**src/rtl/reorder_buffer.sv**
```systemverilog
// rtl/reorder_buffer.sv - circular reorder buffer with CDB capture, operand lookup and in-order commit
// A mispredicted branch at the head commits and flushes the whole buffer on the same edge.
module reorder_buffer #(
  parameter int ROB_DEPTH = 16,
  parameter int ROB_IDX_W = 4,
  parameter int XLEN      = 32
) (
  input  logic                 clk,
  input  logic                 rst,
  input  logic                 rdy,
  input  logic                 issue_valid,
  input  logic [1:0]           issue_type,
  input  logic [4:0]           issue_rd,
  input  logic                 issue_pred_taken,
  input  logic [XLEN-1:0]      issue_alt_pc,
  output logic [ROB_IDX_W-1:0] issue_tag,
  output logic                 full,
  output logic                 empty,
  input  logic                 wb_valid,
  input  logic [ROB_IDX_W-1:0] wb_tag,
  input  logic [XLEN-1:0]      wb_value,
  input  logic                 wb_taken,
  input  logic [ROB_IDX_W-1:0] q1_tag,
  input  logic [ROB_IDX_W-1:0] q2_tag,
  output logic                 q1_ready,
  output logic                 q2_ready,
  output logic [XLEN-1:0]      q1_value,
  output logic [XLEN-1:0]      q2_value,
  output logic                 commit_valid,
  output logic [ROB_IDX_W-1:0] commit_tag,
  output logic [4:0]           commit_rd,
  output logic [XLEN-1:0]      commit_value,
  output logic                 commit_is_store,
  output logic                 flush,
  output logic [XLEN-1:0]      flush_pc
);

  localparam logic [1:0] TYPE_REG    = 2'd0;
  localparam logic [1:0] TYPE_STORE  = 2'd1;
  localparam logic [1:0] TYPE_BRANCH = 2'd2;
  localparam logic [ROB_IDX_W:0] DEPTH_CNT = (ROB_IDX_W+1)'(ROB_DEPTH);

  logic [ROB_DEPTH-1:0] busy_q, busy_d;
  logic [ROB_DEPTH-1:0] ready_q, pred_q, taken_q;
  logic [1:0]           type_q  [ROB_DEPTH];
  logic [4:0]           rd_q    [ROB_DEPTH];
  logic [XLEN-1:0]      value_q [ROB_DEPTH];
  logic [XLEN-1:0]      alt_q   [ROB_DEPTH];

  logic [ROB_IDX_W-1:0] head_q, head_d, tail_q, tail_d;
  logic [ROB_IDX_W:0]   count_q, count_d;

  logic                 commit_valid_q, commit_valid_d;
  logic [ROB_IDX_W-1:0] commit_tag_q, commit_tag_d;
  logic [4:0]           commit_rd_q, commit_rd_d;
  logic [XLEN-1:0]      commit_value_q, commit_value_d;
  logic                 commit_is_store_q, commit_is_store_d;
  logic                 flush_q, flush_d;
  logic [XLEN-1:0]      flush_pc_q, flush_pc_d;

  logic commit_fire, mispredict, issue_fire, wb_fire;
  logic wb_hit1, wb_hit2;

  // Commit looks only at registered state, so a same-cycle writeback to the head waits a cycle.
  assign commit_fire = busy_q[head_q] && ready_q[head_q];
  assign mispredict  = commit_fire && (type_q[head_q] == TYPE_BRANCH) &&
                       (taken_q[head_q] != pred_q[head_q]);
  assign full        = (count_q == DEPTH_CNT);
  assign empty       = (count_q == '0);
  assign issue_fire  = issue_valid && !full && !mispredict;
  assign wb_fire     = wb_valid && busy_q[wb_tag] && !mispredict;
  assign issue_tag   = tail_q;

  always_comb begin
    busy_d            = busy_q;
    head_d            = head_q;
    tail_d            = tail_q;
    count_d           = count_q;
    commit_valid_d    = commit_fire;
    commit_tag_d      = commit_fire ? head_q : '0;
    commit_rd_d       = (commit_fire && type_q[head_q] == TYPE_REG) ? rd_q[head_q] : '0;
    commit_value_d    = commit_fire ? value_q[head_q] : '0;
    commit_is_store_d = commit_fire && (type_q[head_q] == TYPE_STORE);
    flush_d           = mispredict;
    flush_pc_d        = mispredict ? alt_q[head_q] : '0;
    if (mispredict) begin
      busy_d  = '0;
      head_d  = '0;
      tail_d  = '0;
      count_d = '0;
    end else begin
      if (issue_fire) begin
        busy_d[tail_q] = 1'b1;
        tail_d         = tail_q + ROB_IDX_W'(1);
      end
      if (commit_fire) begin
        busy_d[head_q] = 1'b0;
        head_d         = head_q + ROB_IDX_W'(1);
      end
      case ({issue_fire, commit_fire})
        2'b10:   count_d = count_q + (ROB_IDX_W+1)'(1);
        2'b01:   count_d = count_q - (ROB_IDX_W+1)'(1);
        default: count_d = count_q;
      endcase
    end
  end

  always_ff @(posedge clk) begin
    if (rst) begin
      busy_q            <= '0;
      head_q            <= '0;
      tail_q            <= '0;
      count_q           <= '0;
      commit_valid_q    <= 1'b0;
      commit_tag_q      <= '0;
      commit_rd_q       <= '0;
      commit_value_q    <= '0;
      commit_is_store_q <= 1'b0;
      flush_q           <= 1'b0;
      flush_pc_q        <= '0;
    end else if (rdy) begin
      busy_q            <= busy_d;
      head_q            <= head_d;
      tail_q            <= tail_d;
      count_q           <= count_d;
      commit_valid_q    <= commit_valid_d;
      commit_tag_q      <= commit_tag_d;
      commit_rd_q       <= commit_rd_d;
      commit_value_q    <= commit_value_d;
      commit_is_store_q <= commit_is_store_d;
      flush_q           <= flush_d;
      flush_pc_q        <= flush_pc_d;
    end
  end

  // Payload needs no reset: every field is rewritten at allocation and gated by busy.
  always_ff @(posedge clk) begin
    if (!rst && rdy) begin
      if (issue_fire) begin
        ready_q[tail_q] <= 1'b0;
        taken_q[tail_q] <= 1'b0;
        pred_q[tail_q]  <= issue_pred_taken;
        type_q[tail_q]  <= (issue_type == 2'd3) ? TYPE_REG : issue_type;
        rd_q[tail_q]    <= issue_rd;
        alt_q[tail_q]   <= issue_alt_pc;
        value_q[tail_q] <= '0;
      end
      if (wb_fire) begin
        ready_q[wb_tag] <= 1'b1;
        taken_q[wb_tag] <= wb_taken;
        value_q[wb_tag] <= wb_value;
      end
    end
  end

  assign wb_hit1  = wb_valid && (wb_tag == q1_tag);
  assign wb_hit2  = wb_valid && (wb_tag == q2_tag);
  assign q1_ready = busy_q[q1_tag] && (ready_q[q1_tag] || wb_hit1);
  assign q2_ready = busy_q[q2_tag] && (ready_q[q2_tag] || wb_hit2);
  assign q1_value = !busy_q[q1_tag] ? '0 : (wb_hit1 ? wb_value : value_q[q1_tag]);
  assign q2_value = !busy_q[q2_tag] ? '0 : (wb_hit2 ? wb_value : value_q[q2_tag]);

  assign commit_valid    = commit_valid_q;
  assign commit_tag      = commit_tag_q;
  assign commit_rd       = commit_rd_q;
  assign commit_value    = commit_value_q;
  assign commit_is_store = commit_is_store_q;
  assign flush           = flush_q;
  assign flush_pc        = flush_pc_q;

endmodule

```
**config.mk**
```make
export PLATFORM = sky130hd
export DESIGN_NAME = reorder_buffer
export DESIGN_NICKNAME = d
export VERILOG_FILES = /design/src/rtl/reorder_buffer.sv
export SDC_FILE = /design/constraint.sdc
export NUM_CORES = 2
export LEC_CHECK = 0
export BUFFER_PORTS_ARGS = -buffer_cell sky130_fd_sc_hd__buf_4
export CAP_MARGIN = 25
export CELL_PAD_IN_SITES_DETAIL_PLACEMENT = 0
export CELL_PAD_IN_SITES_GLOBAL_PLACEMENT = 1
export CORE_ASPECT_RATIO = 0.8
export CORE_MARGIN = 2
export CORE_UTILIZATION = 60
export CTS_BUF_LIST = sky130_fd_sc_hd__clkbuf_8
export DETAILED_ROUTE_END_ITERATION = 12
export PLACE_DENSITY_LB_ADDON = 0.2
export SLEW_MARGIN = 25
export SYNTH_ARGS = -nofsm -noshare
export SYNTH_HDL_FRONTEND = slang
export SYNTH_SLANG_ARGS = --single-unit
export TNS_END_PERCENT = 30
```
**constraint.sdc**
```tcl
create_clock -name clk -period 14.2 [get_ports clk]
set_clock_uncertainty 0.2 [all_clocks]
set_input_delay 2.13 -clock clk [delete_from_list [all_inputs] [get_ports clk]]
set_output_delay 2.13 -clock clk [all_outputs]
set_load 0.005 [all_outputs]
```
# After elaboration in Yosys (flattened, before gate mapping)

Memories as Yosys holds them, arrays and structs flattened. A register that Yosys moved wholly into a read port is not among the register bits.
Cells that the tools add are included.

Bits in registers: 153
Latch bits: 0
Memory bits (writable): 1136
Bits in read-only memories: 0
Output and inout port bits: 148
Memories: 4

$add $sub $neg: 4
$mul: 0
Div/mod/pow operators: 0
Order comparisons: 8
Equality and inequality tests: 9
Shifts and indexed selects: 0
Mux-type cells: 65
Bitwise gates (word level): 7
Reductions and logical operators: 31

Memories:

| memory  | words | bits a word | read ports | clocked after Yosys merged registers in | wr ports | line | RTL |
|---|---|---|---|---|---|---|---|
| alt_q   | 16    | 32          | 1          | 1                                       | 1        | 48   | `logic [XLEN-1:0] alt_q [ROB_DEPTH];` |
| value_q | 16    | 32          | 3          | 1                                       | 2        | 47   | `logic [XLEN-1:0] value_q [ROB_DEPTH];` |
| rd_q    | 16    | 5           | 1          | 1                                       | 1        | 46   | `logic [4:0] rd_q [ROB_DEPTH];` |
| type_q  | 16    | 2           | 1          | 1                                       | 1        | 45   | `logic [1:0] type_q [ROB_DEPTH];` |

Operators by type and width:

| operator              | count |
|---|---|
| $mux W32              | 6 |
| $mux W16              | 10 |
| $mux W4               | 13 |
| $and A16 B16 Y16      | 3 |
| $bmux W1 S4           | 9 |
| $bwmux W16            | 2 |
| $not A16 Y16          | 2 |
| $or A16 B16 Y16       | 2 |
| $lt A4 B5 Y1 const B  | 5 |
| $mux W1               | 18 |
| $logic_and A1 B1 Y1   | 17 |
| $demux W1 S4          | 3 |
| $ge A4 B1 Y1 const B  | 3 |
| $mux W5               | 2 |
| $pmux W5 S2           | 1 |
| $add A4 B1 Y4 const B | 2 |
| $eq A4 B4 Y1          | 2 |
| $reduce_and A2 Y1     | 4 |
| $eq A2 B2 Y1 const B  | 3 |
| $add A5 B1 Y5 const B | 1 |
| $eq A5 B5 Y1 const B  | 1 |
| $logic_not A5 Y1      | 1 |
| $sub A5 B1 Y5 const B | 1 |
| $eq A2 B1 Y1 const B  | 2 |
| other kinds (7)       | 11 |

# Longest topological paths before layout

Depth in word-level cells: 12
Gate-level depth with buffers: 17

# Least setup slack after synthesis

OpenSTA, ideal clock, no wires.

Path kind: input to output
Start point: input q1_tag[0]
End point: output q1_value[10]
Arrival: 4.234 ns
Data required time: 11.870 ns
Path slack: 7.636 ns
Stages on the path: 6
Path buffers: 2
Cell sequence: clkbuf_1 -> buf_1 -> mux4_2 -> mux4_2 -> nand2_1 -> a21oi_1

Word-level cells in the longest chain between the ends: 4
Elaborated cells between the ends (all ways): 7
Classes of those cells: eq/ne (1); mux (4); reduce/logical (1); memory (1)

RTL lines:

| item                                                    | line | RTL |
|---|---|---|
| start: declaration                                      | 23   | `input logic [ROB_IDX_W-1:0] q1_tag,` |
| branches (longest 3 deep; another with $mem_v2 Z16 W32) | n/a  |  |
| $mux W32 (*)                                            | 160  | `assign q1_value = !busy_q[q1_tag] ? '0 : (wb_hit1 ? wb_value : value_q[q1_tag]);` |
| end: declaration                                        | 27   | `output logic [XLEN-1:0] q1_value,` |

Every way passes the cells marked *. The select of a mux whose other input is x is not followed.

# Final worst setup path

Start point: input q1_tag[0]
End point: output q1_value[21]

The elaborated chain is that of the path after synthesis.

==> impl_metrics.yaml <==
global_route:
  grt_pass1_wl_um: 261000
  antenna_found_initial: 11
  grt_max_degree: 147
  grt_pass1_vias: 38300
  grtUsageTotal: 0.345
  globalRouteOverflowTotal: 0
route:
  vias_per_cell: 7.03
  ant_nets: 0
  dr_total_vias: 37600
  firstDrtPassIters: 6
  drtIter0Drc: 5845
  drc: 0
  drt_wl_total_um: 180000
  wl_per_cell_um: 33.6
clocking:
  clock-sinks: 1293
  cts-resized-gates: 0
  hold_buffers: 0
  cts_tree: "yes"
  clock_latency_ps: 910
  clock-root-buffer: "clkbuf_8"
  clkTransAtPathRegs_ps: 60
  post_cts_buffers: 0
  numCtsBuffers: 194
  h-tree-depth: 4
  clockBufferDepth: 3
worst_setup_path:
  critical_path_class: "primary input to output port"
  cp.arrival_ps: 5830
  cp.required_ps: 11870
  crit_path_end_kind: "output port"
  cp-start-kind: "primary input"
  cp_max_fo: 62
floorplan:
  ioPinCount: 238
  fp-row-count: 105
  die_area_um2: 106000
  die_h_um: 292
  die_w_um: 364
  initial_core_util: 0.606
  coreArea_um2: 103000
yosys:
  synthTopCellsByCount: "1184 x edfxtp_1, 703 x mux4_2, 532 x and2_1"
  ys_seq_area_frac: 0.607
  netlist.area_leader.share: 0.572
  synth-async-reset-ratio: 0
  synth_area_leader_cell: "edfxtp_1"
  synthCells: 3588
  netlist_top_cells_area: "edfxtp_1 57%, mux4_2 25%, and2_1 5.4%"
  synth_seq_cells: 1293
  syn_area_um2: 62200
  synth_flop_cell: "edfxtp_1"
  synth.distinct_cells: 62
  ys_warn_count: 0
  synth_fp_nets: 3688
  post-synth-top-count-cell: "edfxtp_1"
  synth_edf_count: 1184
  syn_area_per_cell_um2: 17.3
outcome:
  status: "completed"
sta:
  finalCriticalPeriod_ps: 8160
  drv_slew: 0
  tightest_slew_ps: 1070
  slew_headroom: 0.285
  period_share: 0.575
  setup_viol: 0
  fmax_mhz: 123
  tns_ps: 0
  rsz0062_at_grt: "false"
  hold_violations: 0
  whs_ps: 246
placed_design:
  globalplace.congestion: 0.891
  placed_area_um2: 65400
  hpwl_um: 95800
  port_buffers: 237
power_and_ir_drop:
  power_mw: 7.61
  power_density_nw_per_um2: 110
  ir_worst_vdd_uv: 90.8
  p_leak_nw: 22.0
worst_hold_path:
  hold_class: "register to register"
flow_run:
  cap_violations: 0
cells_and_area:
  final_area_um2: 69200
  final_util: 0.675
  drive_above_1_share: 0.343
  area_growth_pct: 11.4
  fin_nets: 3892
[final timing paths]
kind,from,endpoint,slack (ps),depth (start not counted)
max,q1_tag[0],q1_value[21],6040,8
min,flush_pc[27],flush_pc[27],250,2
max reg2reg,register,value_q[9][15],8190,13
min reg2reg,flush_pc[27],flush_pc[27],250,2
[area by class of cell]
class                           instances  area [um2]
Antenna cell                            6        15.0
Clock buffer                          213        2930
Clock inverter                        146         867
Fill cell                            6632       33400
Inverter                               54         203
Multi-Input combinational cell       1934       23200
Sequential cell                      1293       37800
Tap cell                             1391        1740
Timing Repair Buffer                  315        2470
[placed cells by master, fill, tap and decap left out, drive strengths merged, types with 65 or more instances in the layout]
cell type / n
edfxtp: 1184
mux4: 703
and2: 532
buf: 315
nand2: 226
clkbuf: 213
inv: 137
dfxtp: 109
a21oi: 93
o21ai: 65
[where the power goes]
group	switching, mW	total [mW]	internal (mW)
clock network	1.49	2.99	1.50
logic	0.258	0.455	0.197
registers	0.0176	4.16	4.14
total	1.76	7.61	5.84
[flip-flops by register name (all words and copies together) (netlist names), 32 cells and up, named ones only]
signal        flops
alt_q           512
value_q         512
rd_q             80
commit_value     32
flush_pc         32
type_q           32
[per-stage QoR]
| step | setup WS, ps | cells |
|---|---|---|
| final | 6040 | 5352 |
| after global routing | 5780 | 5352 |
| after global placement | 5970 | 4984 |
| after floorplan | 7640 | 3588 |
| after CTS | 6030 | 5345 |
| after detailed placement | 6030 | 4986 |
[cells by family (layout without fill, tap and decap cells)]
logic type      count (synthesis)  count (layout)  synth area share
flops                        1293            1293             0.607
simple gates                  927             927            0.0822
mux                           726             726             0.259
buf+inv                       361             728            0.0223
compound gates                260             260            0.0263
xor+xnor                       11              11           0.00155
fa+ha+maj                      10              10           0.00201
other cells                     0               6                 0
[critical path: stages]
cell,delay [ps]
buf_8,550
buf_4,810
buf_4,750
mux4_2,600
mux4_2,510
nand2_1,90
a21oi_1,70
buf_4,170
[layer usage]
| layer | track usage | share of wire |
|---|---|---|
| met3 | 0.0997 | 0.13 |
| met2 | 0.527 | 0.47 |
| met4 | 0.123 | 0.032 |
| met1 | 0.482 | 0.36 |
| met5 | 0 | 0.00072 |
No activity file was read; power rests on OpenSTA's default activity.
